### src/rtl/cdb_arbiter_pkg.sv
`default_nettype none
// ------------------------------------------------------------------
// Package : cdb_arbiter_pkg
// Desc    : Shared widths, depth and source encoding for the CDB arbiter.
// Rev     : 1.0  initial release
// ------------------------------------------------------------------
package cdb_arbiter_pkg;

    localparam int CDB_ROB_BIT    = 5;
    localparam int CDB_DAT_W      = 32;
    localparam int CDB_ADR_W      = 16;
    localparam int CDB_FIFO_DEPTH = 4;

    typedef enum logic {
        CDB_SRC_ALU = 1'b0,
        CDB_SRC_LSB = 1'b1
    } cdb_src_e;

endpackage

`default_nettype wire

### src/rtl/cdb_arbiter_if.sv
`default_nettype none
// ------------------------------------------------------------------
// Interface : cdb_arbiter_if
// Desc      : Producer result inputs, stall flags and CDB broadcast bus.
// Rev       : 1.0  initial release
// ------------------------------------------------------------------
interface cdb_arbiter_if
    import cdb_arbiter_pkg::*;
#(
    parameter int ROB_BIT = CDB_ROB_BIT,
    parameter int DAT_W   = CDB_DAT_W,
    parameter int ADR_W   = CDB_ADR_W
);
    logic               alu_en_i;
    logic [ROB_BIT-1:0] alu_q_i;
    logic [DAT_W-1:0]   alu_v_i;
    logic               alu_cbr_i;
    logic [ADR_W-1:0]   alu_cbt_i;
    logic               lsb_en_i;
    logic [ROB_BIT-1:0] lsb_q_i;
    logic [DAT_W-1:0]   lsb_v_i;
    logic               alu_stall_o;
    logic               lsb_stall_o;
    logic               cdb_en_o;
    logic [ROB_BIT-1:0] cdb_q_o;
    logic [DAT_W-1:0]   cdb_v_o;
    logic               cdb_cbr_o;
    logic [ADR_W-1:0]   cdb_cbt_o;
    logic               cdb_src_o;

    modport master (
        output alu_en_i, alu_q_i, alu_v_i, alu_cbr_i, alu_cbt_i,
        output lsb_en_i, lsb_q_i, lsb_v_i,
        input  alu_stall_o, lsb_stall_o,
        input  cdb_en_o, cdb_q_o, cdb_v_o, cdb_cbr_o, cdb_cbt_o, cdb_src_o
    );

    modport slave (
        input  alu_en_i, alu_q_i, alu_v_i, alu_cbr_i, alu_cbt_i,
        input  lsb_en_i, lsb_q_i, lsb_v_i,
        output alu_stall_o, lsb_stall_o,
        output cdb_en_o, cdb_q_o, cdb_v_o, cdb_cbr_o, cdb_cbt_o, cdb_src_o
    );
endinterface

`default_nettype wire

### src/rtl/cdb_arbiter_fifo.sv
`default_nettype none
// ------------------------------------------------------------------
// Module : cdb_fifo
// Desc   : Synchronous FIFO with flush and occupancy count, one per source.
// Rev    : 1.0  initial release
// ------------------------------------------------------------------
module cdb_fifo #(
    parameter int WIDTH = 8,
    parameter int DEPTH = 4
) (
    input  logic                   clk,
    input  logic                   rst,
    input  logic                   i_push,
    input  logic                   i_pop,
    input  logic                   i_flush,
    input  logic [WIDTH-1:0]       i_data,
    output logic [WIDTH-1:0]       o_data,
    output logic [$clog2(DEPTH):0] o_count
);
    localparam int c_aw = $clog2(DEPTH);
    localparam logic [c_aw:0] c_full = (c_aw + 1)'(DEPTH);

    logic [WIDTH-1:0] r_mem [DEPTH];
    logic [c_aw-1:0]  r_wr;
    logic [c_aw-1:0]  r_rd;
    logic [c_aw:0]    r_count;
    logic             w_do_pop;
    logic             w_do_push;

    // A full FIFO still accepts a push when the head leaves on the same edge.
    assign w_do_pop  = i_pop  & ~i_flush & (r_count != '0);
    assign w_do_push = i_push & ~i_flush & ((r_count != c_full) | w_do_pop);

    always_ff @(posedge clk or negedge rst) begin
        if (!rst) begin
            r_wr    <= '0;
            r_rd    <= '0;
            r_count <= '0;
        end else if (i_flush) begin
            r_wr    <= '0;
            r_rd    <= '0;
            r_count <= '0;
        end else begin
            if (w_do_push) r_wr <= r_wr + c_aw'(1);
            if (w_do_pop)  r_rd <= r_rd + c_aw'(1);
            unique case ({w_do_push, w_do_pop})
                2'b10:   r_count <= r_count + (c_aw + 1)'(1);
                2'b01:   r_count <= r_count - (c_aw + 1)'(1);
                default: r_count <= r_count;
            endcase
        end
    end

    always_ff @(posedge clk) begin
        if (w_do_push) r_mem[r_wr] <= i_data;
    end

    assign o_data  = r_mem[r_rd];
    assign o_count = r_count;

endmodule

`default_nettype wire

### src/rtl/cdb_arbiter.sv
`default_nettype none
// ------------------------------------------------------------------
// Module : cdb_arbiter
// Desc   : Round-robin sharing of the registered CDB between ALU and LSB.
// Rev    : 1.0  initial release
// ------------------------------------------------------------------
module cdb_arbiter
    import cdb_arbiter_pkg::*;
#(
    parameter int DEPTH   = CDB_FIFO_DEPTH,
    parameter int ROB_BIT = CDB_ROB_BIT,
    parameter int DAT_W   = CDB_DAT_W,
    parameter int ADR_W   = CDB_ADR_W
) (
    input  logic         clk,
    input  logic         rst,
    input  logic         en,
    input  logic         clr_i,
    cdb_arbiter_if.slave bus,
    output logic         ovf_o
);
    localparam int c_alu_w = ROB_BIT + DAT_W + 1 + ADR_W;
    localparam int c_lsb_w = ROB_BIT + DAT_W;
    localparam int c_cnt_w = $clog2(DEPTH) + 1;
    localparam logic [c_cnt_w-1:0] c_full      = c_cnt_w'(DEPTH);
    localparam logic [c_cnt_w-1:0] c_stall_lvl = c_cnt_w'(DEPTH - 1);

    logic [c_alu_w-1:0] w_alu_head;
    logic [c_lsb_w-1:0] w_lsb_head;
    logic [c_cnt_w-1:0] w_alu_cnt;
    logic [c_cnt_w-1:0] w_lsb_cnt;
    logic               w_active;
    logic               w_flush;
    logic               w_alu_vld;
    logic               w_lsb_vld;
    logic               w_grant_vld;
    cdb_src_e           w_grant;
    logic               w_alu_pop;
    logic               w_lsb_pop;
    logic               w_alu_push;
    logic               w_lsb_push;
    logic               w_drop;

    logic               r_cdb_en;
    logic [ROB_BIT-1:0] r_cdb_q;
    logic [DAT_W-1:0]   r_cdb_v;
    logic               r_cdb_cbr;
    logic [ADR_W-1:0]   r_cdb_cbt;
    cdb_src_e           r_cdb_src;
    cdb_src_e           r_last_grant;
    logic               r_ovf;

    assign w_active   = en & ~clr_i;
    assign w_flush    = en & clr_i;
    assign w_alu_vld  = (w_alu_cnt != '0);
    assign w_lsb_vld  = (w_lsb_cnt != '0);
    assign w_alu_push = w_active & bus.alu_en_i;
    assign w_lsb_push = w_active & bus.lsb_en_i;

    always_comb begin
        w_grant_vld = w_alu_vld | w_lsb_vld;
        w_grant     = CDB_SRC_ALU;
        if (w_alu_vld && w_lsb_vld)
            w_grant = (r_last_grant == CDB_SRC_ALU) ? CDB_SRC_LSB : CDB_SRC_ALU;
        else if (w_lsb_vld)
            w_grant = CDB_SRC_LSB;
    end

    assign w_alu_pop = w_active & w_grant_vld & (w_grant == CDB_SRC_ALU);
    assign w_lsb_pop = w_active & w_grant_vld & (w_grant == CDB_SRC_LSB);
    assign w_drop    = (w_alu_push & (w_alu_cnt == c_full) & ~w_alu_pop) |
                       (w_lsb_push & (w_lsb_cnt == c_full) & ~w_lsb_pop);

    cdb_fifo #(.WIDTH(c_alu_w), .DEPTH(DEPTH)) u_alu_fifo (
        .clk     (clk),
        .rst     (rst),
        .i_push  (w_alu_push),
        .i_pop   (w_alu_pop),
        .i_flush (w_flush),
        .i_data  ({bus.alu_q_i, bus.alu_v_i, bus.alu_cbr_i, bus.alu_cbt_i}),
        .o_data  (w_alu_head),
        .o_count (w_alu_cnt)
    );

    cdb_fifo #(.WIDTH(c_lsb_w), .DEPTH(DEPTH)) u_lsb_fifo (
        .clk     (clk),
        .rst     (rst),
        .i_push  (w_lsb_push),
        .i_pop   (w_lsb_pop),
        .i_flush (w_flush),
        .i_data  ({bus.lsb_q_i, bus.lsb_v_i}),
        .o_data  (w_lsb_head),
        .o_count (w_lsb_cnt)
    );

    // last_grant resets to LSB so the first tie goes to the ALU.
    always_ff @(posedge clk or negedge rst) begin
        if (!rst) begin
            r_cdb_en     <= 1'b0;
            r_cdb_q      <= '0;
            r_cdb_v      <= '0;
            r_cdb_cbr    <= 1'b0;
            r_cdb_cbt    <= '0;
            r_cdb_src    <= CDB_SRC_ALU;
            r_last_grant <= CDB_SRC_LSB;
            r_ovf        <= 1'b0;
        end else if (en) begin
            if (w_drop) r_ovf <= 1'b1;
            if (clr_i || !w_grant_vld) begin
                r_cdb_en  <= 1'b0;
                r_cdb_q   <= '0;
                r_cdb_v   <= '0;
                r_cdb_cbr <= 1'b0;
                r_cdb_cbt <= '0;
                r_cdb_src <= CDB_SRC_ALU;
                if (clr_i) r_last_grant <= CDB_SRC_LSB;
            end else begin
                r_cdb_en     <= 1'b1;
                r_cdb_src    <= w_grant;
                r_last_grant <= w_grant;
                if (w_grant == CDB_SRC_ALU) begin
                    {r_cdb_q, r_cdb_v, r_cdb_cbr, r_cdb_cbt} <= w_alu_head;
                end else begin
                    {r_cdb_q, r_cdb_v} <= w_lsb_head;
                    r_cdb_cbr          <= 1'b0;
                    r_cdb_cbt          <= '0;
                end
            end
        end else begin
            r_cdb_en <= 1'b0;
        end
    end

    // Stall one entry early so a producer reacting a cycle late never overflows.
    assign bus.alu_stall_o = (w_alu_cnt >= c_stall_lvl);
    assign bus.lsb_stall_o = (w_lsb_cnt >= c_stall_lvl);
    assign bus.cdb_en_o    = r_cdb_en;
    assign bus.cdb_q_o     = r_cdb_q;
    assign bus.cdb_v_o     = r_cdb_v;
    assign bus.cdb_cbr_o   = r_cdb_cbr;
    assign bus.cdb_cbt_o   = r_cdb_cbt;
    assign bus.cdb_src_o   = r_cdb_src;
    assign ovf_o           = r_ovf;

endmodule

`default_nettype wire

### src/flat_wrapper.sv
// flat-port wrapper written by rule: the top's interface ports become plain ports
module cdb_arbiter_flat import cdb_arbiter_pkg::*;
#(
    parameter int DEPTH   = CDB_FIFO_DEPTH,
    parameter int ROB_BIT = CDB_ROB_BIT,
    parameter int DAT_W   = CDB_DAT_W,
    parameter int ADR_W   = CDB_ADR_W
)
  (clk, rst, en, clr_i, ovf_o, bus_alu_en_i, bus_alu_q_i, bus_alu_v_i, bus_alu_cbr_i, bus_alu_cbt_i, bus_lsb_en_i, bus_lsb_q_i, bus_lsb_v_i, bus_alu_stall_o, bus_lsb_stall_o, bus_cdb_en_o, bus_cdb_q_o, bus_cdb_v_o, bus_cdb_cbr_o, bus_cdb_cbt_o, bus_cdb_src_o);
  cdb_arbiter_if #(.ROB_BIT(ROB_BIT), .DAT_W(DAT_W), .ADR_W(ADR_W)) bus_i ();
  input  logic clk;
  input  logic rst;
  input  logic en;
  input  logic clr_i;
  output logic ovf_o;
  input wire logic [$bits(bus_i.alu_en_i)-1:0] bus_alu_en_i;
  input wire logic [$bits(bus_i.alu_q_i)-1:0] bus_alu_q_i;
  input wire logic [$bits(bus_i.alu_v_i)-1:0] bus_alu_v_i;
  input wire logic [$bits(bus_i.alu_cbr_i)-1:0] bus_alu_cbr_i;
  input wire logic [$bits(bus_i.alu_cbt_i)-1:0] bus_alu_cbt_i;
  input wire logic [$bits(bus_i.lsb_en_i)-1:0] bus_lsb_en_i;
  input wire logic [$bits(bus_i.lsb_q_i)-1:0] bus_lsb_q_i;
  input wire logic [$bits(bus_i.lsb_v_i)-1:0] bus_lsb_v_i;
  output wire logic [$bits(bus_i.alu_stall_o)-1:0] bus_alu_stall_o;
  output wire logic [$bits(bus_i.lsb_stall_o)-1:0] bus_lsb_stall_o;
  output wire logic [$bits(bus_i.cdb_en_o)-1:0] bus_cdb_en_o;
  output wire logic [$bits(bus_i.cdb_q_o)-1:0] bus_cdb_q_o;
  output wire logic [$bits(bus_i.cdb_v_o)-1:0] bus_cdb_v_o;
  output wire logic [$bits(bus_i.cdb_cbr_o)-1:0] bus_cdb_cbr_o;
  output wire logic [$bits(bus_i.cdb_cbt_o)-1:0] bus_cdb_cbt_o;
  output wire logic [$bits(bus_i.cdb_src_o)-1:0] bus_cdb_src_o;
  assign bus_i.alu_en_i = bus_alu_en_i;
  assign bus_i.alu_q_i = bus_alu_q_i;
  assign bus_i.alu_v_i = bus_alu_v_i;
  assign bus_i.alu_cbr_i = bus_alu_cbr_i;
  assign bus_i.alu_cbt_i = bus_alu_cbt_i;
  assign bus_i.lsb_en_i = bus_lsb_en_i;
  assign bus_i.lsb_q_i = bus_lsb_q_i;
  assign bus_i.lsb_v_i = bus_lsb_v_i;
  assign bus_alu_stall_o = bus_i.alu_stall_o;
  assign bus_lsb_stall_o = bus_i.lsb_stall_o;
  assign bus_cdb_en_o = bus_i.cdb_en_o;
  assign bus_cdb_q_o = bus_i.cdb_q_o;
  assign bus_cdb_v_o = bus_i.cdb_v_o;
  assign bus_cdb_cbr_o = bus_i.cdb_cbr_o;
  assign bus_cdb_cbt_o = bus_i.cdb_cbt_o;
  assign bus_cdb_src_o = bus_i.cdb_src_o;
  cdb_arbiter #(.DEPTH(DEPTH), .ROB_BIT(ROB_BIT), .DAT_W(DAT_W), .ADR_W(ADR_W)) u_core (.clk(clk), .rst(rst), .en(en), .clr_i(clr_i), .bus(bus_i), .ovf_o(ovf_o));
endmodule
### config.mk
export PLATFORM = sky130hd
export DESIGN_NAME = cdb_arbiter_flat
export DESIGN_NICKNAME = d
export VERILOG_FILES = /design/src/rtl/cdb_arbiter_pkg.sv /design/src/rtl/cdb_arbiter_if.sv /design/src/rtl/cdb_arbiter_fifo.sv /design/src/rtl/cdb_arbiter.sv /design/src/flat_wrapper.sv
export SDC_FILE = /design/constraint.sdc
export NUM_CORES = 1
export LEC_CHECK = 0
export ABC_AREA = 1
export BUFFER_PORTS_ARGS = -buffer_cell sky130_fd_sc_hd__buf_2
export CELL_PAD_IN_SITES_DETAIL_PLACEMENT = 1
export CELL_PAD_IN_SITES_GLOBAL_PLACEMENT = 2
export CORE_ASPECT_RATIO = 2
export CORE_MARGIN = 5
export CORE_UTILIZATION = 40
export DETAILED_ROUTE_END_ITERATION = 10
export PLACE_DENSITY_LB_ADDON = 0.2
export RECOVER_POWER = 50
export REMOVE_ABC_BUFFERS = 1
export SLEW_MARGIN = 30
export SYNTH_ARGS = -nofsm -noshare
export SYNTH_HDL_FRONTEND = slang
export SYNTH_SLANG_ARGS = --single-unit
### constraint.sdc
create_clock -name clk -period 5.3 [get_ports clk]
set_input_delay 0.53 -clock clk [delete_from_list [all_inputs] [get_ports clk]]
set_output_delay 0.53 -clock clk [all_outputs]
set_load 0.03 [all_outputs]
; ---- Yosys cells after proc, flatten, opt, wreduce, memory -nomap -nowiden
; Memories as Yosys holds them, arrays and structs flattened.
; Cells that the tools add are included.
[totals]
register_bits = 72
ramBits = 364
mem_count = 2
[op_classes]
add_sub_neg = 8
n_lt_le_gt_ge = 2
eq_ne = 9
n_mux = 32
bitwise_logic = 28
reduce_logical = 13
[memory_table]
columns = name, depth, width, rd, rd_ports_with_merged_regs, write_ports, line
row1 = u_core.u_alu_fifo.r_mem, 4, 54, 1, 0, 1, cdb_arbiter_fifo.sv:23  ; logic [WIDTH-1:0] r_mem [DEPTH];
row2 = u_core.u_lsb_fifo.r_mem, 4, 37, 1, 0, 1, cdb_arbiter_fifo.sv:23
[ops]
columns = op, count
row1 = $mux 32, 2
row2 = $mux 16, 2
row3 = $and 1x1->1, 19
row4 = $mux 2, 8
row5 = $mux 1, 14
row6 = $pmux 3 s2, 2
row7 = $reduce_bool 3->1, 4
row8 = $mux 5, 2
row9 = $add 2x1->2 const B, 4
row10 = $reduce_bool 2->1, 4
row11 = $add 3x1->3 const B, 2
row12 = $eq 3x3->1 const B, 2
row13 = $ge 3x2->1 const B, 2
row14 = $mux 3, 2
row15 = $ne 3x3->1 const B, 2
row16 = $sub 3x1->3 const B, 2
row17 = $not 1->1, 5
row18 = $eq 2x1->1 const B, 2
row19 = $eq 2x2->1 const B, 2
row20 = $or 1x1->1, 4
row21 = $reduce_and 2->1, 2
row22 = $ne 2x2->1 const B, 1
row23 = $logic_and 1x1->1, 1
row24 = $logic_not 1->1, 1
row25 = $logic_or 1x1->1, 1

; ---- Depth between registers and ports, before layout
; Gate-level depths: netlist of run 1.
[logic_depth]
ltp_word = 12
mapped_depth = 13

; ---- Hierarchy
; From an unflattened synthesis of run 1, not the netlist that was laid out.
[unflattened]
hier_cells = 1326
hier_area_um2 = 17157.7
[by_module_without_submodules]
columns = module, n_inst, cells_per_inst, area_per_inst_um2
row1 = cdb_fifo (u_core.u_alu_fifo), 1, 585, 8498.2
row2 = cdb_fifo (u_core.u_lsb_fifo), 1, 420, 5982.0
row3 = cdb_arbiter, 1, 321, 2677.6

; ---- Worst setup path before layout of run 1
; Ideal clock, no wire load.
[synth_path]
path_type = flip-flop to flip-flop
startpoint = reg u_core.u_lsb_fifo.r_count[0] (netlist: u_core.u_lsb_fifo.o_count[0])
endpoint = mem u_core.u_alu_fifo.r_mem[0][0] in the netlist's numbering, enable pin
setup_ns = 0.466
arrival_time_ns = 3.354
t_required_ns = 4.834
setup_slack_ns = 1.480
path_stages_with_launch = 8
path_buffers = 0
period_less_slack_ns = 3.820
cell_sequence = dfrtp_1 > nor2_4 > nand2_4 > nand2_4 > nand3_2 > nand2_1 > nand2_1 > nor2_1
[synth_between]
elab_chain_len = 11
[synth_rtl]
columns = item, line
row1 = from (decl), cdb_arbiter_fifo.sv:26  ; logic [c_aw:0] r_count;
row2 = from (signal assigned), cdb_arbiter_fifo.sv:47  ; 2'b10: r_count <= r_count + (c_aw + 1)'(1);
row3 = from (signal assigned), cdb_arbiter_fifo.sv:48  ; 2'b01: r_count <= r_count - (c_aw + 1)'(1);
row4 = from (signal assigned), cdb_arbiter_fifo.sv:49  ; default: r_count <= r_count;
row5 = $reduce_bool 3->1 (*), cdb_arbiter.sv:56  ; assign w_lsb_vld = (w_lsb_cnt != '0);
row6 = $mux 1 / $logic_and 1x1->1 (equally long branches), "cdb_arbiter.sv:65, cdb_arbiter.sv:63"
row7 = $mux 1, cdb_arbiter.sv:63  ; if (w_alu_vld && w_lsb_vld)
row8 = $not 1->1, cdb_arbiter.sv:69  ; assign w_alu_pop = w_active & w_grant_vld & (w_grant == CDB_SRC_ALU);
row9 = $and 1x1->1 (*), cdb_arbiter.sv:69
row10 = $and 1x1->1 (*) (2 in a row), cdb_arbiter_fifo.sv:31  ; assign w_do_pop = i_pop & ~i_flush & (r_count != '0);
row11 = $or 1x1->1 (*), cdb_arbiter_fifo.sv:32  ; assign w_do_push = i_push & ~i_flush & ((r_count != c_full) | w_do_pop);
row12 = $and 1x1->1 (*), cdb_arbiter_fifo.sv:32
row13 = $mux 1 (*), cdb_arbiter_fifo.sv:55  ; if (w_do_push) r_mem[r_wr] <= i_data;
row14 = $mux 1 (implied by the code) (*), cdb_arbiter_fifo.sv:55
row15 = to (decl), cdb_arbiter_fifo.sv:23
; Mark *: on every way between the ends. The rest lies on a longest branch, timed or not.

; ---- Worst setup path after layout of run 1
[layout_path]
startpoint = reg u_core.u_lsb_fifo.r_count[0] (netlist: u_core.u_lsb_fifo.o_count[0])
endpoint = mem u_core.u_alu_fifo.r_mem[1][11] in the netlist's numbering, enable pin
; The elaborated chain is that of the path after synthesis.

==> report_table.html, run 1 <==
<table>
<tr><th>Metric</th><th>Value</th></tr>
<tr><th colspan="2">GRT</th></tr>
<tr><td>Number of global-route vias before repair</td><td>12.0k</td></tr>
<tr><td>Antenna violations before repair</td><td>4</td></tr>
<tr><td>Largest net degree at the start of global routing</td><td>86</td></tr>
<tr><td>Global-route congestion overflow total</td><td>0</td></tr>
<tr><td>Global-route usage over all layers</td><td>a little under a fifth</td></tr>
<tr><td>Wire length of the first global-routing pass</td><td>68900 µm</td></tr>
<tr><th colspan="2">Die</th></tr>
<tr><td>Core Rows</td><td>roughly 110</td></tr>
<tr><td>Die area</td><td>0.0480 mm²</td></tr>
<tr><td>Initial standard-cell utilization of the core</td><td>between 40% and 50%</td></tr>
<tr><td>Die Ht</td><td>~300 µm</td></tr>
<tr><td>Boundary Pins</td><td>between 150 and 200</td></tr>
<tr><td>Chip Width</td><td>approximately 160 µm</td></tr>
<tr><td>Core area</td><td>roughly 0.043 mm²</td></tr>
<tr><th colspan="2">STA</th></tr>
<tr><td>Share of the clock period used by the worst path</td><td>approximately two thirds</td></tr>
<tr><td>Time the worst path needs with I/O delays and setup</td><td>~3.4 ns</td></tr>
<tr><td>Headroom to the max-slew limit</td><td>-59.7%</td></tr>
<tr><td>Smallest hold slack</td><td>around 0.23 ns</td></tr>
<tr><td>Worst Skew</td><td>between 0.01 and 0.015 ns</td></tr>
<tr><td>Setup repair after global routing missed its margin</td><td>no</td></tr>
<tr><td>Actual transition at the worst max-transition pin</td><td>between 2 and 2.5 ns</td></tr>
<tr><td>Final setup violating endpoints</td><td>0</td></tr>
<tr><td>Setup_tns</td><td>0 ns</td></tr>
<tr><td>Fmax</td><td>0.291 GHz</td></tr>
<tr><td>Count of final hold-check violations</td><td>0</td></tr>
<tr><td>Max-slew violation total from the final report</td><td>35</td></tr>
<tr><th colspan="2">Clock tree</th></tr>
<tr><td>Number of hold-repair buffers added at the cts stage</td><td>1</td></tr>
<tr><td>Number of gates resized after cts</td><td>0</td></tr>
<tr><td>Deepest level of the CTS H-tree</td><td>2</td></tr>
<tr><td>Clock Tree Root</td><td>sky130_fd_sc_hd__clkbuf_16</td></tr>
<tr><td>Clk_lat worst skew</td><td>0.55 ns</td></tr>
<tr><td>Count of clock tree sinks</td><td>roughly 440</td></tr>
<tr><td>CTS tree</td><td>yes</td></tr>
<tr><td>Clock edge transition at the registers on the reported setup and hold paths</td><td>about 0.070 ns</td></tr>
<tr><td>Max Root-Sink Buffers</td><td>3</td></tr>
<tr><td>Clock buffer count from CTS</td><td>40</td></tr>
<tr><td>Number of setup buffers added after CTS</td><td>0</td></tr>
<tr><th colspan="2">Critical path</th></tr>
<tr><td>Worst path cell trace</td><td>nor2_1 -&gt; nand2_4 -&gt; nand2_4 -&gt; nand3_2 -&gt; nand2_1 -&gt; nand2_1 -&gt; nor2_4 -&gt; buf_4</td></tr>
<tr><td>Arrival time of data at the critical path endpoint</td><td>3.61 ns</td></tr>
<tr><td>Register-to-register path setup slack</td><td>1.86 ns</td></tr>
<tr><td>Path depth of the worst reg2reg path</td><td>8</td></tr>
<tr><td>Crit Reg-Reg Endpoint</td><td>u_core.u_alu_fifo.r_mem[1][11]</td></tr>
<tr><td>Critical Path Max Stage Delay</td><td>roughly 0.67 ns</td></tr>
<tr><td>Kind of critical path</td><td>flop to flop</td></tr>
<tr><td>Worst Setup Start Kind</td><td>flop</td></tr>
<tr><td>Req. time, crit path</td><td>between 5 and 6 ns</td></tr>
<tr><td>CP Max Fanout</td><td>54</td></tr>
<tr><td>Launch instance of the worst register-to-register path</td><td>u_core.u_lsb_fifo.o_count[0]</td></tr>
<tr><td>Slowest cell on crit path</td><td>sky130_fd_sc_hd__buf_4</td></tr>
<tr><td>Worst setup EP type</td><td>flop</td></tr>
<tr><th colspan="2">Detailed routing</th></tr>
<tr><td>Final WL</td><td>about 45000 µm</td></tr>
<tr><td>WL per Instance</td><td>~20 µm</td></tr>
<tr><td>Number of DRC violations after detailed routing</td><td>0</td></tr>
<tr><td>Total via count in the routed design</td><td>between 10k and 15k</td></tr>
<tr><td>Routed metal-1 wirelength</td><td>roughly 18000 µm</td></tr>
<tr><td>Highest metal layer with signal wires</td><td>met5</td></tr>
<tr><td>Antenna-violating nets left</td><td>0</td></tr>
<tr><td>Via-per-instance ratio</td><td>roughly 5</td></tr>
<tr><td>1st-iter DRT viols</td><td>~530</td></tr>
<tr><td>Detailed route wirelength on metal2</td><td>about 24000 µm</td></tr>
<tr><td>Wire length on met3</td><td>1520 µm</td></tr>
<tr><td>Initial DRT Pass Iterations</td><td>4</td></tr>
<tr><th colspan="2">Power and ir drop</th></tr>
<tr><td>Areal power density over the cells</td><td>between 500 and 600 mW/mm²</td></tr>
<tr><td>Maximum VDD drop</td><td>approximately 380 µV</td></tr>
<tr><td>Static Leakage</td><td>about 7.7 nW</td></tr>
<tr><th colspan="2">Logic synthesis</th></tr>
<tr><td>Top cell types by occurrence after synthesis</td><td>sky130_fd_sc_hd__nand2_1 (542), sky130_fd_sc_hd__edfxtp_1 (364), sky130_fd_sc_hd__nand3_1 (163), sky130_fd_sc_hd__nor2_1 (89), sky130_fd_sc_hd__dfrtp_1 (71)</td></tr>
<tr><td>Number of flops mapped to enable cells by yosys</td><td>around 360</td></tr>
<tr><td>Number of warnings issued by yosys</td><td>0</td></tr>
<tr><td>Biggest area contributors in the synthesized netlist</td><td>sky130_fd_sc_hd__edfxtp_1 (63%), sky130_fd_sc_hd__nand2_1 (12%), sky130_fd_sc_hd__dfrtp_1 (10%)</td></tr>
<tr><td>Sequential element share of the synthesized area</td><td>between 70% and 80%</td></tr>
<tr><td>Post-synthesis instance total</td><td>~1.5k</td></tr>
<tr><td>Share of synthesized registers carrying an async set or reset</td><td>16.5%</td></tr>
<tr><td>Post-synth top area cell</td><td>sky130_fd_sc_hd__edfxtp_1</td></tr>
<tr><td>Register bit total from synthesis</td><td>around 440</td></tr>
<tr><td>Share of Yosys cell area claimed by the top area cell type</td><td>between 60% and 70%</td></tr>
<tr><td>Area of the mapped netlist</td><td>between 0.015 and 0.02 mm²</td></tr>
<tr><td>Post-synth top flop</td><td>sky130_fd_sc_hd__edfxtp_1</td></tr>
<tr><td>Most numerous cell in the Yosys netlist</td><td>sky130_fd_sc_hd__nand2_1</td></tr>
<tr><td>Mean post-synth cell area</td><td>between 10 and 15 µm²</td></tr>
<tr><td>Count of cell types in the netlist</td><td>31</td></tr>
<tr><th colspan="2">Layout</th></tr>
<tr><td>Count of non-filler cells in the finished layout</td><td>between 2k and 2.5k</td></tr>
<tr><td>Area overhead of the layout relative to synthesis</td><td>14.3%</td></tr>
<tr><td>Fraction of layout cells with a size suffix above 1</td><td>~8.8%</td></tr>
<tr><td>Final net count</td><td>1721</td></tr>
<tr><th colspan="2">Min path</th></tr>
<tr><td>Worst hold path cell count</td><td>1</td></tr>
<tr><td>Startpoint of the tightest hold check path</td><td>bus_alu_q_i[1]</td></tr>
<tr><td>Min-Delay Endpoint</td><td>u_core.u_alu_fifo.r_mem[1][50]</td></tr>
<tr><td>Path category of the worst min-delay check</td><td>primary input to flop</td></tr>
<tr><th colspan="2">Status</th></tr>
<tr><td>Outcome</td><td>finished, violations left</td></tr>
<tr><td>Violated checks</td><td>capacitance limit, slew limit</td></tr>
<tr><th colspan="2">Placement</th></tr>
<tr><td>Total instance count after detailed placement</td><td>~2.1k</td></tr>
<tr><td>Count of input and output buffers</td><td>around 160</td></tr>
<tr><td>HPWL reported at the end of detailed placement</td><td>29400 µm</td></tr>
<tr><td>Placer Congestion</td><td>between 0.7 and 0.8</td></tr>
<tr><th colspan="2">Flow run</th></tr>
<tr><td>Number of max-cap violations</td><td>1</td></tr>
</table>
cell families (layout without fill, tap and decap cells):
family                   count (synthesis)  count (layout)  share of synthesized area, %
buffers and inverters                  111             280                          2.99
other                                    0               3                             0
AND/OR/NAND/NOR                        816             816                          19.4
AO/OA/AOI/OAI                           99              99                          3.40
adder cells (fa/ha/maj)                 10              10                         0.806
flip-flops                             436             436                          73.3
XOR/XNOR                                 3               3                         0.151
state kept, by name, summed over array words and instances, names as in the netlist:
signal and cells:
u_core.bus.cdb_cbt_o 16, u_core.bus.cdb_q_o 5, u_core.u_lsb_fifo.r_mem 148, u_core.u_lsb_fifo.r_wr 2, u_core.bus.cdb_cbr_o 1, u_core.bus.cdb_src_o 1, u_core.bus.cdb_en_o 1, u_core.u_alu_fifo.o_count 3
u_core.u_alu_fifo.r_rd 2, u_core.u_lsb_fifo.o_count 3, u_core.bus.cdb_v_o 32, u_core.u_lsb_fifo.r_rd 2, u_core.u_alu_fifo.r_mem 216, u_core.u_alu_fifo.r_wr 2, u_core.ovf_o 1, u_core.r_last_grant 1
how the worst max path moves through the flow:
stage / startpoint / to / slack, ns / cells past startpoint
floorplan: u_core.u_alu_fifo.r_rd[0] / u_core.bus.cdb_v_o[10] / 0.80 / 7
global placement: en / u_core.u_alu_fifo.r_mem[0][6] / 1.82 / 8
detailed placement: en / u_core.u_alu_fifo.r_mem[1][53] / 1.72 / 8
CTS: u_core.u_lsb_fifo.o_count[0] / u_core.u_alu_fifo.r_mem[1][29] / 1.96 / 8
global route: rst / u_core.u_lsb_fifo.r_rd[1] / 1.31 / 3
finish: u_core.u_lsb_fifo.o_count[0] / u_core.u_alu_fifo.r_mem[1][11] / 1.86 / 8
area by class of cell:
class | instances | area [µm²]
repair buffers | 174 | 786
diodes | 3 | 7.51
multi-input cells | 928 | 4180
well taps | 550 | 688
clock inverters | 19 | 214
clock buffers | 53 | 1110
flip-flops and latches | 436 | 12700
inverters | 34 | 130
fillers | 4701 | 23400
worst max-delay path, delay by kind of cell, from the launching register on:
family	cells	cell delay (ns)
AND/OR/NAND/NOR	7	1.89
flip-flops	1	0.42
buffers and inverters	1	0.67
placed cells by master (no fill, tap or decap), drive strengths merged:
cell,count
clkbuf,179
xor2,2
diode,3
a21boi,1
o21ai,61
nand4,8
ha,8
clkinvlp,1
nor2,93
bufinv,4
xnor2,1
o21a,2
clkinv,9
nand3,166
dfrtp,71
a32o,17
nand2,549
dfstp,1
buf,47
inv,39
o211ai,1
a21oi,17
dlygate4sd3,1
edfxtp,364
fa,2
per-stage QoR:
step	area, µm²	power, mW	utilization [%]	setup slack, ns
6_report	19900	10.2	45.9	1.86
5_1_grt	19900	10.8	45.9	1.31
4_1_cts	20000	10.4	46.2	1.96
3_5_place_dp	18700	7.41	43.1	1.72
3_3_place_gp	18700	7.31	43.1	1.82
2_1_floorplan	17000	6.30	-	0.802
power by group:
part           internal, mW  total [mW]  switching [mW]
Sequential             4.03        4.33           0.300
Combinational         0.773        2.89            2.12
Clock                  1.68        2.93            1.25
per-layer routing:
layer	up-vias	global-route usage, %
met5	-	0
met4	2	6.23
met3	65	2.54
met2	216	34.6
met1	5515	21.8
li1	5336	-
Power figures use the tool's default switching activity.
==> run 2, diff against run 1 <==
--- a/config.mk
+++ b/config.mk
@@ -5,13 +5,13 @@
 export SDC_FILE = /design/constraint.sdc
 export NUM_CORES = 1
 export LEC_CHECK = 0
-export ABC_AREA = 1
+export ABC_AREA = 0
 export BUFFER_PORTS_ARGS = -buffer_cell sky130_fd_sc_hd__buf_2
 export CELL_PAD_IN_SITES_DETAIL_PLACEMENT = 1
 export CELL_PAD_IN_SITES_GLOBAL_PLACEMENT = 2
 export CORE_ASPECT_RATIO = 2
 export CORE_MARGIN = 5
-export CORE_UTILIZATION = 40
+export CORE_UTILIZATION = 45
 export DETAILED_ROUTE_END_ITERATION = 10
 export PLACE_DENSITY_LB_ADDON = 0.2
 export RECOVER_POWER = 50
==> constraint.sdc (replaced) <==
create_clock -name clk -period 3.3 [get_ports clk]
set_input_delay 0.33 -clock clk [delete_from_list [all_inputs] [get_ports clk]]
set_output_delay 0.33 -clock clk [all_outputs]
set_load 0.03 [all_outputs]
==> run 2 against run 1 <==
The flow now finishes without violations. Sequential power grew 58%. First-iteration DRC count increased by 29%. Sequential share of layout area is 0.59 points lower. Highest routed layer is now met4. Via count shrank 22%. Setup slack worse by 1.3 ns. Worst hold slack got worse by 0.14 ns. Count of clock-buffer cells in the layout unchanged. Cell count shrank 29%. Combinational power up 20%.
==> report_table.html, run 2 <==
<table>
<tr><th>Metric</th><th>Value</th></tr>
<tr><th colspan="2">Status</th></tr>
<tr><td>Outcome</td><td>finished, final reports clean</td></tr>
<tr><th colspan="2">Clock tree</th></tr>
<tr><td>Max Root-Sink Buffers</td><td>3</td></tr>
<tr><td>Deepest level of the CTS H-tree</td><td>2</td></tr>
<tr><td>Clock buffer count from CTS</td><td>40</td></tr>
<tr><td>Clk_lat worst skew</td><td>about 0.54 ns</td></tr>
<tr><td>Count of clock tree sinks</td><td>about 440</td></tr>
<tr><td>Clock Tree Root</td><td>sky130_fd_sc_hd__clkbuf_16</td></tr>
<tr><td>CTS tree</td><td>yes</td></tr>
<tr><td>Number of setup buffers added after CTS</td><td>0</td></tr>
<tr><td>Clock edge transition at the registers on the reported setup and hold paths</td><td>about 0.070 ns</td></tr>
<tr><th colspan="2">Layout</th></tr>
<tr><td>Area overhead of the layout relative to synthesis</td><td>18.6%</td></tr>
<tr><td>Leading cell types in the layout, fill and taps excluded</td><td>sky130_fd_sc_hd__edfxtp_1 (364), sky130_fd_sc_hd__clkbuf_1 (128), sky130_fd_sc_hd__mux4_2 (91), sky130_fd_sc_hd__dfrtp_1 (67), sky130_fd_sc_hd__nor2_1 (50)</td></tr>
<tr><td>Fin util</td><td>between 50 and 60%</td></tr>
<tr><td>Largest register FFs</td><td>216</td></tr>
<tr><td>Final net count</td><td>roughly 1.2k</td></tr>
<tr><td>Most common cell after layout, fill and taps aside</td><td>sky130_fd_sc_hd__edfxtp_1</td></tr>
<tr><td>Register with the highest flop count</td><td>u_core.u_alu_fifo.r_mem</td></tr>
<tr><td>Fraction of layout cells with a size suffix above 1</td><td>between 20 and 30%</td></tr>
<tr><th colspan="2">Die</th></tr>
<tr><td>Boundary Pins</td><td>approximately 160</td></tr>
<tr><td>Die Ht</td><td>~280 µm</td></tr>
<tr><td>Chip Width</td><td>roughly 150 µm</td></tr>
<tr><td>Die area</td><td>around 0.042 mm²</td></tr>
<tr><td>Initial standard-cell utilization of the core</td><td>between 40% and 50%</td></tr>
<tr><td>Core area</td><td>0.0372 mm²</td></tr>
<tr><td>Core Rows</td><td>100</td></tr>
<tr><th colspan="2">Logic synthesis</th></tr>
<tr><td>Sequential element share of the synthesized area</td><td>between 70% and 80%</td></tr>
<tr><td>Most numerous cell in the Yosys netlist</td><td>sky130_fd_sc_hd__edfxtp_1</td></tr>
<tr><td>Count of cell types in the netlist</td><td>between 40 and 50</td></tr>
<tr><td>Number of warnings issued by yosys</td><td>0</td></tr>
<tr><td>Mean post-synth cell area</td><td>around 20 µm²</td></tr>
<tr><td>Share of synthesized registers carrying an async set or reset</td><td>16.5%</td></tr>
<tr><td>Top cell types by occurrence after synthesis</td><td>sky130_fd_sc_hd__edfxtp_1 (364), sky130_fd_sc_hd__mux4_2 (91), sky130_fd_sc_hd__dfrtp_1 (71), sky130_fd_sc_hd__nor2_1 (50)</td></tr>
<tr><td>Post-synth top area cell</td><td>sky130_fd_sc_hd__edfxtp_1</td></tr>
<tr><td>Post-synthesis instance total</td><td>around 850</td></tr>
<tr><td>Area of the mapped netlist</td><td>roughly 0.017 mm²</td></tr>
<tr><td>Post-synth top flop</td><td>sky130_fd_sc_hd__edfxtp_1</td></tr>
<tr><td>Register bit total from synthesis</td><td>~440</td></tr>
<tr><td>Share of Yosys cell area claimed by the top area cell type</td><td>64.6%</td></tr>
<tr><td>Biggest area contributors in the synthesized netlist</td><td>sky130_fd_sc_hd__edfxtp_1 (65%), sky130_fd_sc_hd__mux4_2 (12%), sky130_fd_sc_hd__dfrtp_1 (11%)</td></tr>
<tr><td>Number of flops mapped to enable cells by yosys</td><td>364</td></tr>
<tr><th colspan="2">Critical path</th></tr>
<tr><td>Number of buffer and inverter instances along the worst setup path</td><td>1</td></tr>
<tr><td>Path depth of the worst reg2reg path</td><td>4</td></tr>
<tr><td>Register-to-register path setup slack</td><td>0.52 ns</td></tr>
<tr><td>Slowest cell on crit path</td><td>sky130_fd_sc_hd__a311oi_2</td></tr>
<tr><td>Req. time, crit path</td><td>around 3.5 ns</td></tr>
<tr><td>Crit Reg-Reg Endpoint</td><td>u_core.u_alu_fifo.r_mem[1][51]</td></tr>
<tr><td>Worst Setup Start Kind</td><td>flop</td></tr>
<tr><td>Launch instance of the worst register-to-register path</td><td>u_core.u_lsb_fifo.o_count[0]</td></tr>
<tr><td>Critical Path Max Stage Delay</td><td>about 0.62 ns</td></tr>
<tr><td>Kind of critical path</td><td>flop to flop</td></tr>
<tr><td>Crit path max-delay family</td><td>simple AND/OR/NAND/NOR gates</td></tr>
<tr><td>Worst path cell trace</td><td>or3_1 -&gt; a311oi_2 -&gt; and2_4 -&gt; buf_4</td></tr>
<tr><td>CP Max Fanout</td><td>24</td></tr>
<tr><td>Worst setup EP type</td><td>flop</td></tr>
<tr><td>Arrival time of data at the critical path endpoint</td><td>about 3.0 ns</td></tr>
<tr><th colspan="2">Min path</th></tr>
<tr><td>Worst hold path cell count</td><td>1</td></tr>
<tr><td>Min-Delay Endpoint</td><td>u_core.u_lsb_fifo.r_mem[3][23]</td></tr>
<tr><td>Startpoint of the tightest hold check path</td><td>bus_lsb_v_i[23]</td></tr>
<tr><td>Path category of the worst min-delay check</td><td>primary input to flop</td></tr>
<tr><th colspan="2">Placement</th></tr>
<tr><td>HPWL reported at the end of detailed placement</td><td>between 20000 and 30000 µm</td></tr>
<tr><td>Placer Congestion</td><td>about 0.74</td></tr>
<tr><td>Count of input and output buffers</td><td>about 160</td></tr>
<tr><th colspan="2">STA</th></tr>
<tr><td>Fmax</td><td>around 0.36 GHz</td></tr>
<tr><td>Final setup violating endpoints</td><td>0</td></tr>
<tr><td>Setup repair after global routing missed its margin</td><td>no</td></tr>
<tr><td>Count of final hold-check violations</td><td>0</td></tr>
<tr><td>Worst Skew</td><td>between 0.02 and 0.025 ns</td></tr>
<tr><td>Time the worst path needs with I/O delays and setup</td><td>2.78 ns</td></tr>
<tr><td>Setup_tns</td><td>0 ns</td></tr>
<tr><td>Actual transition at the worst max-transition pin</td><td>approximately 1.4 ns</td></tr>
<tr><td>Headroom to the max-slew limit</td><td>roughly 4.5%</td></tr>
<tr><td>Max-slew violation total from the final report</td><td>0</td></tr>
<tr><td>Share of the clock period used by the worst path</td><td>84.2%</td></tr>
<tr><th colspan="2">Power and ir drop</th></tr>
<tr><td>Areal power density over the cells</td><td>about 750 mW/mm²</td></tr>
<tr><td>Maximum VDD drop</td><td>between 500 and 600 µV</td></tr>
<tr><td>Static Leakage</td><td>between 6 and 7 nW</td></tr>
<tr><th colspan="2">Detailed routing</th></tr>
<tr><td>Initial DRT Pass Iterations</td><td>4</td></tr>
<tr><td>Via-per-instance ratio</td><td>5.54</td></tr>
<tr><td>Number of DRC violations after detailed routing</td><td>0</td></tr>
<tr><td>Antenna-violating nets left</td><td>0</td></tr>
<tr><td>1st-iter DRT viols</td><td>683</td></tr>
<tr><td>Final WL</td><td>about 40000 µm</td></tr>
<tr><td>Total via count in the routed design</td><td>8646</td></tr>
<tr><td>WL per Instance</td><td>about 26 µm</td></tr>
<tr><th colspan="2">GRT</th></tr>
<tr><td>Wire length of the first global-routing pass</td><td>about 61000 µm</td></tr>
<tr><td>Global-route usage over all layers</td><td>between 10% and 20%</td></tr>
<tr><td>Antenna violations before repair</td><td>2</td></tr>
<tr><td>Largest net degree at the start of global routing</td><td>67</td></tr>
<tr><td>Global-route congestion overflow total</td><td>0</td></tr>
<tr><td>Number of global-route vias before repair</td><td>just under 10k</td></tr>
<tr><th colspan="2">Flow run</th></tr>
<tr><td>Number of max-cap violations</td><td>0</td></tr>
</table>
==> run 2: cell types whose count changed after synthesis, moves of 8 or more <==
cell	before	now
sky130_fd_sc_hd__a21oi_2	0	30
sky130_fd_sc_hd__a22oi_2	0	30
sky130_fd_sc_hd__a32o_1	17	1
sky130_fd_sc_hd__and2_1	0	9
sky130_fd_sc_hd__buf_2	34	12
sky130_fd_sc_hd__mux2i_1	0	10
sky130_fd_sc_hd__mux4_2	0	91
sky130_fd_sc_hd__nand2_1	542	7
sky130_fd_sc_hd__nand3_1	163	17
sky130_fd_sc_hd__nand4_1	8	0
sky130_fd_sc_hd__nor2_1	89	50
sky130_fd_sc_hd__o21ai_1	37	0
==> run 2: cell type report <==
class / count / area (µm²)
flip-flops and latches: 436 / 12700
diodes: 2 / 5.00
well taps: 459 / 574
repair buffers: 230 / 1400
fillers: 3367 / 17100
clock inverters: 20 / 259
multi-input cells: 333 / 3850
clock buffers: 53 / 1110
inverters: 29 / 109
==> run 2: logic make-up (layout without fill, tap and decap cells) <==
kind of cell | after synthesis | after routing | share of synthesized area, %
adders and majority gates | 10 | 10 | 0.829
other | 0 | 2 | 0
xor gates and xnor gates | 4 | 4 | 0.207
muxes | 101 | 101 | 12.7
buffers and inverters | 77 | 332 | 2.02
DFF | 436 | 436 | 75.3
AOI/OAI and AO/OA | 117 | 117 | 6.09
and+or+nand+nor | 101 | 101 | 2.83
==> run 2: how the worst max path moves through the flow <==
stage / startpoint / to / slack (ns) / depth (start not counted)
after floorplan: u_core.u_alu_fifo.r_rd[0] / u_core.bus.cdb_v_o[3] / 0.06 / 3
after global placement: u_core.u_lsb_fifo.o_count[0] / u_core.u_alu_fifo.r_mem[0][14] / 0.58 / 4
after detailed placement: u_core.u_lsb_fifo.o_count[0] / u_core.u_alu_fifo.r_mem[0][14] / 0.51 / 4
after CTS: u_core.u_lsb_fifo.o_count[0] / u_core.u_alu_fifo.r_mem[1][51] / 0.48 / 4
after global routing: u_core.u_lsb_fifo.o_count[0] / u_core.u_alu_fifo.r_mem[1][51] / 0.40 / 4
final: u_core.u_lsb_fifo.o_count[0] / u_core.u_alu_fifo.r_mem[1][51] / 0.52 / 4
==> run 2: what timing repair did <==
| action | in CTS | in global routing |
|---|---|---|
| endpoints found under the hold margin | 204 | 0 |
| gates resized for setup | 0 | 0 |
| hold buffers | 43 | 0 |
==> run 2: report_power, final <==
part           switching, mW  total [mW]  internal [mW]
combinational           2.07        3.48           1.42
sequential             0.466        6.84           6.38
clock                   2.01        4.79           2.78
==> run 2: per-stage QoR <==
step           cells  power, mW  area, µm²  hold WS, ns  setup slack [ns]
2_1_floorplan    798       9.25      16700       0.0344            0.0609
3_3_place_gp    1444       10.5      18400        0.430             0.584
3_5_place_dp    1444       10.5      18400        0.430             0.513
4_1_cts         1560       15.4      20200     0.000187             0.479
5_1_grt         1562       15.8      20100       0.0810             0.402
6_report        1562       15.1      20100       0.0880             0.522
==> run 2: metal layers <==
| metal | track usage [%] | wire length [µm] | vias up | share of wire, % |
|---|---|---|---|---|
| met1 | 23.4 | 15000 | 4550 | 38 |
| met3 | 2.95 | 1580 | 73 | 3.9 |
| met5 | 0 | 0 | - | 0 |
| met2 | 35.3 | 22000 | 209 | 55 |
| li1 | - | - | 3814 | - |
| met4 | 6.74 | 1430 | 0 | 3.6 |
==> run 3, diff against run 2 <==
--- a/config.mk
+++ b/config.mk
@@ -11,7 +11,7 @@
 export CELL_PAD_IN_SITES_GLOBAL_PLACEMENT = 2
 export CORE_ASPECT_RATIO = 2
 export CORE_MARGIN = 5
-export CORE_UTILIZATION = 45
+export CORE_UTILIZATION = 41
 export DETAILED_ROUTE_END_ITERATION = 10
 export PLACE_DENSITY_LB_ADDON = 0.2
 export RECOVER_POWER = 50
==> constraint.sdc (replaced) <==
create_clock -name clk -period 2.52 [get_ports clk]
set_input_delay 0.252 -clock clk [delete_from_list [all_inputs] [get_ports clk]]
set_output_delay 0.252 -clock clk [all_outputs]
set_load 0.03 [all_outputs]
==> run 3 against run 2 <==
Count of clock-buffer cells in the layout down 4. Critical path depth up 3. Power up 30%. Clock skew down 0.0040 ns. Sequential power up 29%. Clock power up 23%. Sequential share of layout area down 2.3 points. Worst hold slack better by 0.058 ns. Global-route usage down 1.1 points. Critical path type unchanged. Critical endpoint is now u_core.u_alu_fifo.o_count[2]. Largest power group unchanged.
==> report_table.html, run 3 (synthesis gave the netlist of run 2 again) <==
<table>
<tr><th>Metric</th><th>Value</th></tr>
<tr><th colspan="2">Status</th></tr>
<tr><td>Outcome</td><td>finished, final reports clean</td></tr>
<tr><th colspan="2">Critical path</th></tr>
<tr><td>Req. time, crit path</td><td>2.94 ns</td></tr>
<tr><td>Worst path cell trace</td><td>or3_1 -&gt; a2111oi_2 -&gt; fa_1 -&gt; nand2_1 -&gt; nor4_1 -&gt; o31a_1 -&gt; mux2i_1</td></tr>
<tr><td>Arrival time of data at the critical path endpoint</td><td>2.72 ns</td></tr>
<tr><td>Instance count on the critical path</td><td>7</td></tr>
<tr><td>Crit path max-delay family</td><td>simple AND/OR/NAND/NOR gates</td></tr>
<tr><td>Worst setup EP type</td><td>flop</td></tr>
<tr><td>Path depth of the worst reg2reg path</td><td>7</td></tr>
<tr><td>CP Max Fanout</td><td>6</td></tr>
<tr><td>Number of buffer and inverter instances along the worst setup path</td><td>0</td></tr>
<tr><td>Kind of critical path</td><td>flop to flop</td></tr>
<tr><td>Worst Setup Start Kind</td><td>flop</td></tr>
<tr><td>Slowest cell on crit path</td><td>sky130_fd_sc_hd__a2111oi_2</td></tr>
<tr><td>Critical Path Max Stage Delay</td><td>roughly 0.5 ns</td></tr>
<tr><th colspan="2">Layout</th></tr>
<tr><td>Fraction of layout cells with a size suffix above 1</td><td>a little over a quarter</td></tr>
<tr><td>Final net count</td><td>between 1k and 1.5k</td></tr>
<tr><td>Number of inserted filler cells in the final layout</td><td>3882</td></tr>
<tr><td>Most common cell after layout, fill and taps aside</td><td>sky130_fd_sc_hd__edfxtp_1</td></tr>
<tr><td>Post-route cell area</td><td>0.0208 mm²</td></tr>
<tr><td>Inserted Diodes</td><td>0</td></tr>
<tr><td>Leading cell types in the layout, fill and taps excluded</td><td>sky130_fd_sc_hd__edfxtp_1 (364), sky130_fd_sc_hd__clkbuf_1 (127), sky130_fd_sc_hd__dlygate4sd3_1 (92), sky130_fd_sc_hd__mux4_2 (91), sky130_fd_sc_hd__dfrtp_1 (67)</td></tr>
<tr><td>Register with the highest flop count</td><td>u_core.u_alu_fifo.r_mem</td></tr>
<tr><td>Largest register FFs</td><td>between 200 and 250</td></tr>
<tr><td>Fin util</td><td>between 50% and 60%</td></tr>
<tr><td>Area overhead of the layout relative to synthesis</td><td>23.0%</td></tr>
<tr><th colspan="2">Detailed routing</th></tr>
<tr><td>WL per Instance</td><td>roughly 24 µm</td></tr>
<tr><td>Antenna-violating nets left</td><td>0</td></tr>
<tr><td>1st-iter DRT viols</td><td>~490</td></tr>
<tr><td>Via-per-instance ratio</td><td>approximately 5.2</td></tr>
<tr><td>Total via count in the routed design</td><td>between 8k and 9k</td></tr>
<tr><td>Initial DRT Pass Iterations</td><td>4</td></tr>
<tr><td>Number of DRC violations after detailed routing</td><td>0</td></tr>
<tr><td>Final WL</td><td>roughly 41000 µm</td></tr>
<tr><th colspan="2">STA</th></tr>
<tr><td>Setup repair after global routing missed its margin</td><td>no</td></tr>
<tr><td>Count of final hold-check violations</td><td>0</td></tr>
<tr><td>Share of the clock period used by the worst path</td><td>91.4%</td></tr>
<tr><td>Time the worst path needs with I/O delays and setup</td><td>2.30 ns</td></tr>
<tr><td>Worst Skew</td><td>roughly 0.017 ns</td></tr>
<tr><td>Smallest hold slack</td><td>between 0.1 and 0.15 ns</td></tr>
<tr><td>Max-slew violation total from the final report</td><td>0</td></tr>
<tr><td>Headroom to the max-slew limit</td><td>a little under a tenth</td></tr>
<tr><td>Setup slack after layout</td><td>between 0.2 and 0.25 ns</td></tr>
<tr><td>Fmax</td><td>around 0.43 GHz</td></tr>
<tr><td>Actual transition at the worst max-transition pin</td><td>~1.4 ns</td></tr>
<tr><td>Final setup violating endpoints</td><td>0</td></tr>
<tr><th colspan="2">Power and ir drop</th></tr>
<tr><td>Areal power density over the cells</td><td>945 mW/mm²</td></tr>
<tr><td>Total Power</td><td>between 15 and 20 mW</td></tr>
<tr><td>Maximum VDD drop</td><td>roughly 480 µV</td></tr>
<tr><td>Static Leakage</td><td>6.90 nW</td></tr>
<tr><th colspan="2">Die</th></tr>
<tr><td>Die Ht</td><td>~300 µm</td></tr>
<tr><td>Boundary Pins</td><td>156</td></tr>
<tr><td>Core Rows</td><td>105</td></tr>
<tr><td>Initial standard-cell utilization of the core</td><td>about 41%</td></tr>
<tr><td>Die area</td><td>roughly 0.046 mm²</td></tr>
<tr><td>Core area</td><td>about 0.04 mm²</td></tr>
<tr><td>Chip Width</td><td>154 µm</td></tr>
<tr><th colspan="2">Min path</th></tr>
<tr><td>Path category of the worst min-delay check</td><td>primary input to flop</td></tr>
<tr><td>Worst hold path cell count</td><td>3</td></tr>
<tr><th colspan="2">Clock tree</th></tr>
<tr><td>Number of setup buffers added after CTS</td><td>0</td></tr>
<tr><td>Clock Tree Root</td><td>sky130_fd_sc_hd__clkbuf_16</td></tr>
<tr><td>Count of clock tree sinks</td><td>between 400 and 500</td></tr>
<tr><td>Clock buffer count from CTS</td><td>39</td></tr>
<tr><td>Number of hold-repair buffers added at the cts stage</td><td>between 90 and 100</td></tr>
<tr><td>CTS tree</td><td>yes</td></tr>
<tr><td>Deepest level of the CTS H-tree</td><td>2</td></tr>
<tr><td>Number of gates resized after cts</td><td>0</td></tr>
<tr><td>Clock edge transition at the registers on the reported setup and hold paths</td><td>0.07 ns</td></tr>
<tr><td>Max Root-Sink Buffers</td><td>3</td></tr>
<tr><td>Clk_lat worst skew</td><td>0.54 ns</td></tr>
<tr><th colspan="2">Placement</th></tr>
<tr><td>Count of input and output buffers</td><td>155</td></tr>
<tr><td>Worst setup slack before clock tree synthesis</td><td>0.212 ns</td></tr>
<tr><td>Placer Congestion</td><td>between 0.7 and 0.8</td></tr>
<tr><td>Cell Area, Placed</td><td>between 0.015 and 0.02 mm²</td></tr>
<tr><td>HPWL reported at the end of detailed placement</td><td>around 27000 µm</td></tr>
<tr><th colspan="2">GRT</th></tr>
<tr><td>Global-route congestion overflow total</td><td>0</td></tr>
<tr><td>Largest net degree at the start of global routing</td><td>53</td></tr>
<tr><td>Antenna violations before repair</td><td>0</td></tr>
<tr><td>Number of global-route vias before repair</td><td>about 10k</td></tr>
<tr><td>Wire length of the first global-routing pass</td><td>63000 µm</td></tr>
<tr><td>Global-route usage over all layers</td><td>between 10% and 20%</td></tr>
<tr><th colspan="2">Flow run</th></tr>
<tr><td>Number of max-cap violations</td><td>0</td></tr>
</table>
## run 3: cell types whose count changed in the layout (fill, tap and decap cells not counted), sizes merged
cell,previous run,this run
dlygate4sd3,43,92
buf,65,80
clkinv,13,18
bufinv,5,2
clkbuf,175,173
diode,2,0
clkinvlp,1,2
## run 3: path summary, 6_finish.rpt
check	from	endpoint	slack, ns
worst max register to register	u_core.u_lsb_fifo.o_count[2]	u_core.u_alu_fifo.o_count[2]	0.22
worst max-delay path	u_core.u_lsb_fifo.o_count[2]	u_core.u_alu_fifo.o_count[2]	0.22
worst min register to register	u_core.ovf_o	u_core.ovf_o	0.48
worst min-delay path	clr_i	u_core.u_alu_fifo.r_rd[0]	0.15
max in group asynchronous	rst	u_core.bus.cdb_v_o[7]	0.70
min in group asynchronous	rst	u_core.bus.cdb_v_o[18]	0.55
## run 3: worst min-delay path, stage by stage
cell and delay, ns:
sky130_fd_sc_hd__buf_2 0.08, sky130_fd_sc_hd__buf_4 0.20, sky130_fd_sc_hd__o22ai_1 0.10
## run 3: layer usage
metal	vias up	part of all wire, %	track usage [%]
li1	3951	-	-
met5	-	0	0
met4	0	2.5	4.90
met1	4622	36	20.6
met2	198	58	35.9
met3	48	3.4	2.17
## run 3: cell type report
| cell class | instances | area, µm² | share of cell area (%) |
|---|---|---|---|
| Clock buffer | 49 | 1070 | 5.17 |
| Clock inverter | 23 | 188 | 0.902 |
| Inverter | 29 | 109 | 0.523 |
| Multi-Input combinational cell | 333 | 3850 | 18.5 |
| Sequential cell | 436 | 12700 | 61.3 |
| Tap cell | 535 | 669 | 3.22 |
| Timing Repair Buffer | 296 | 2170 | 10.4 |
## run 3: power by group
part / total, mW / internal, mW / leakage (nW) / switching [mW]
sequential: 8.83 / 8.35 / 4.20 / 0.479
combinational: 4.96 / 2.04 / 2.08 / 2.91
clock: 5.87 / 3.26 / 0.625 / 2.61
total: 19.7 / 13.7 / 6.90 / 6.00
## run 3: stage by stage
step	setup TNS (ns)	instances
after global placement	0	1537
after global routing	0	1701
after CTS	0	1701
after detailed placement	0	1537
after floorplan	-185.36	798
final	0	1701
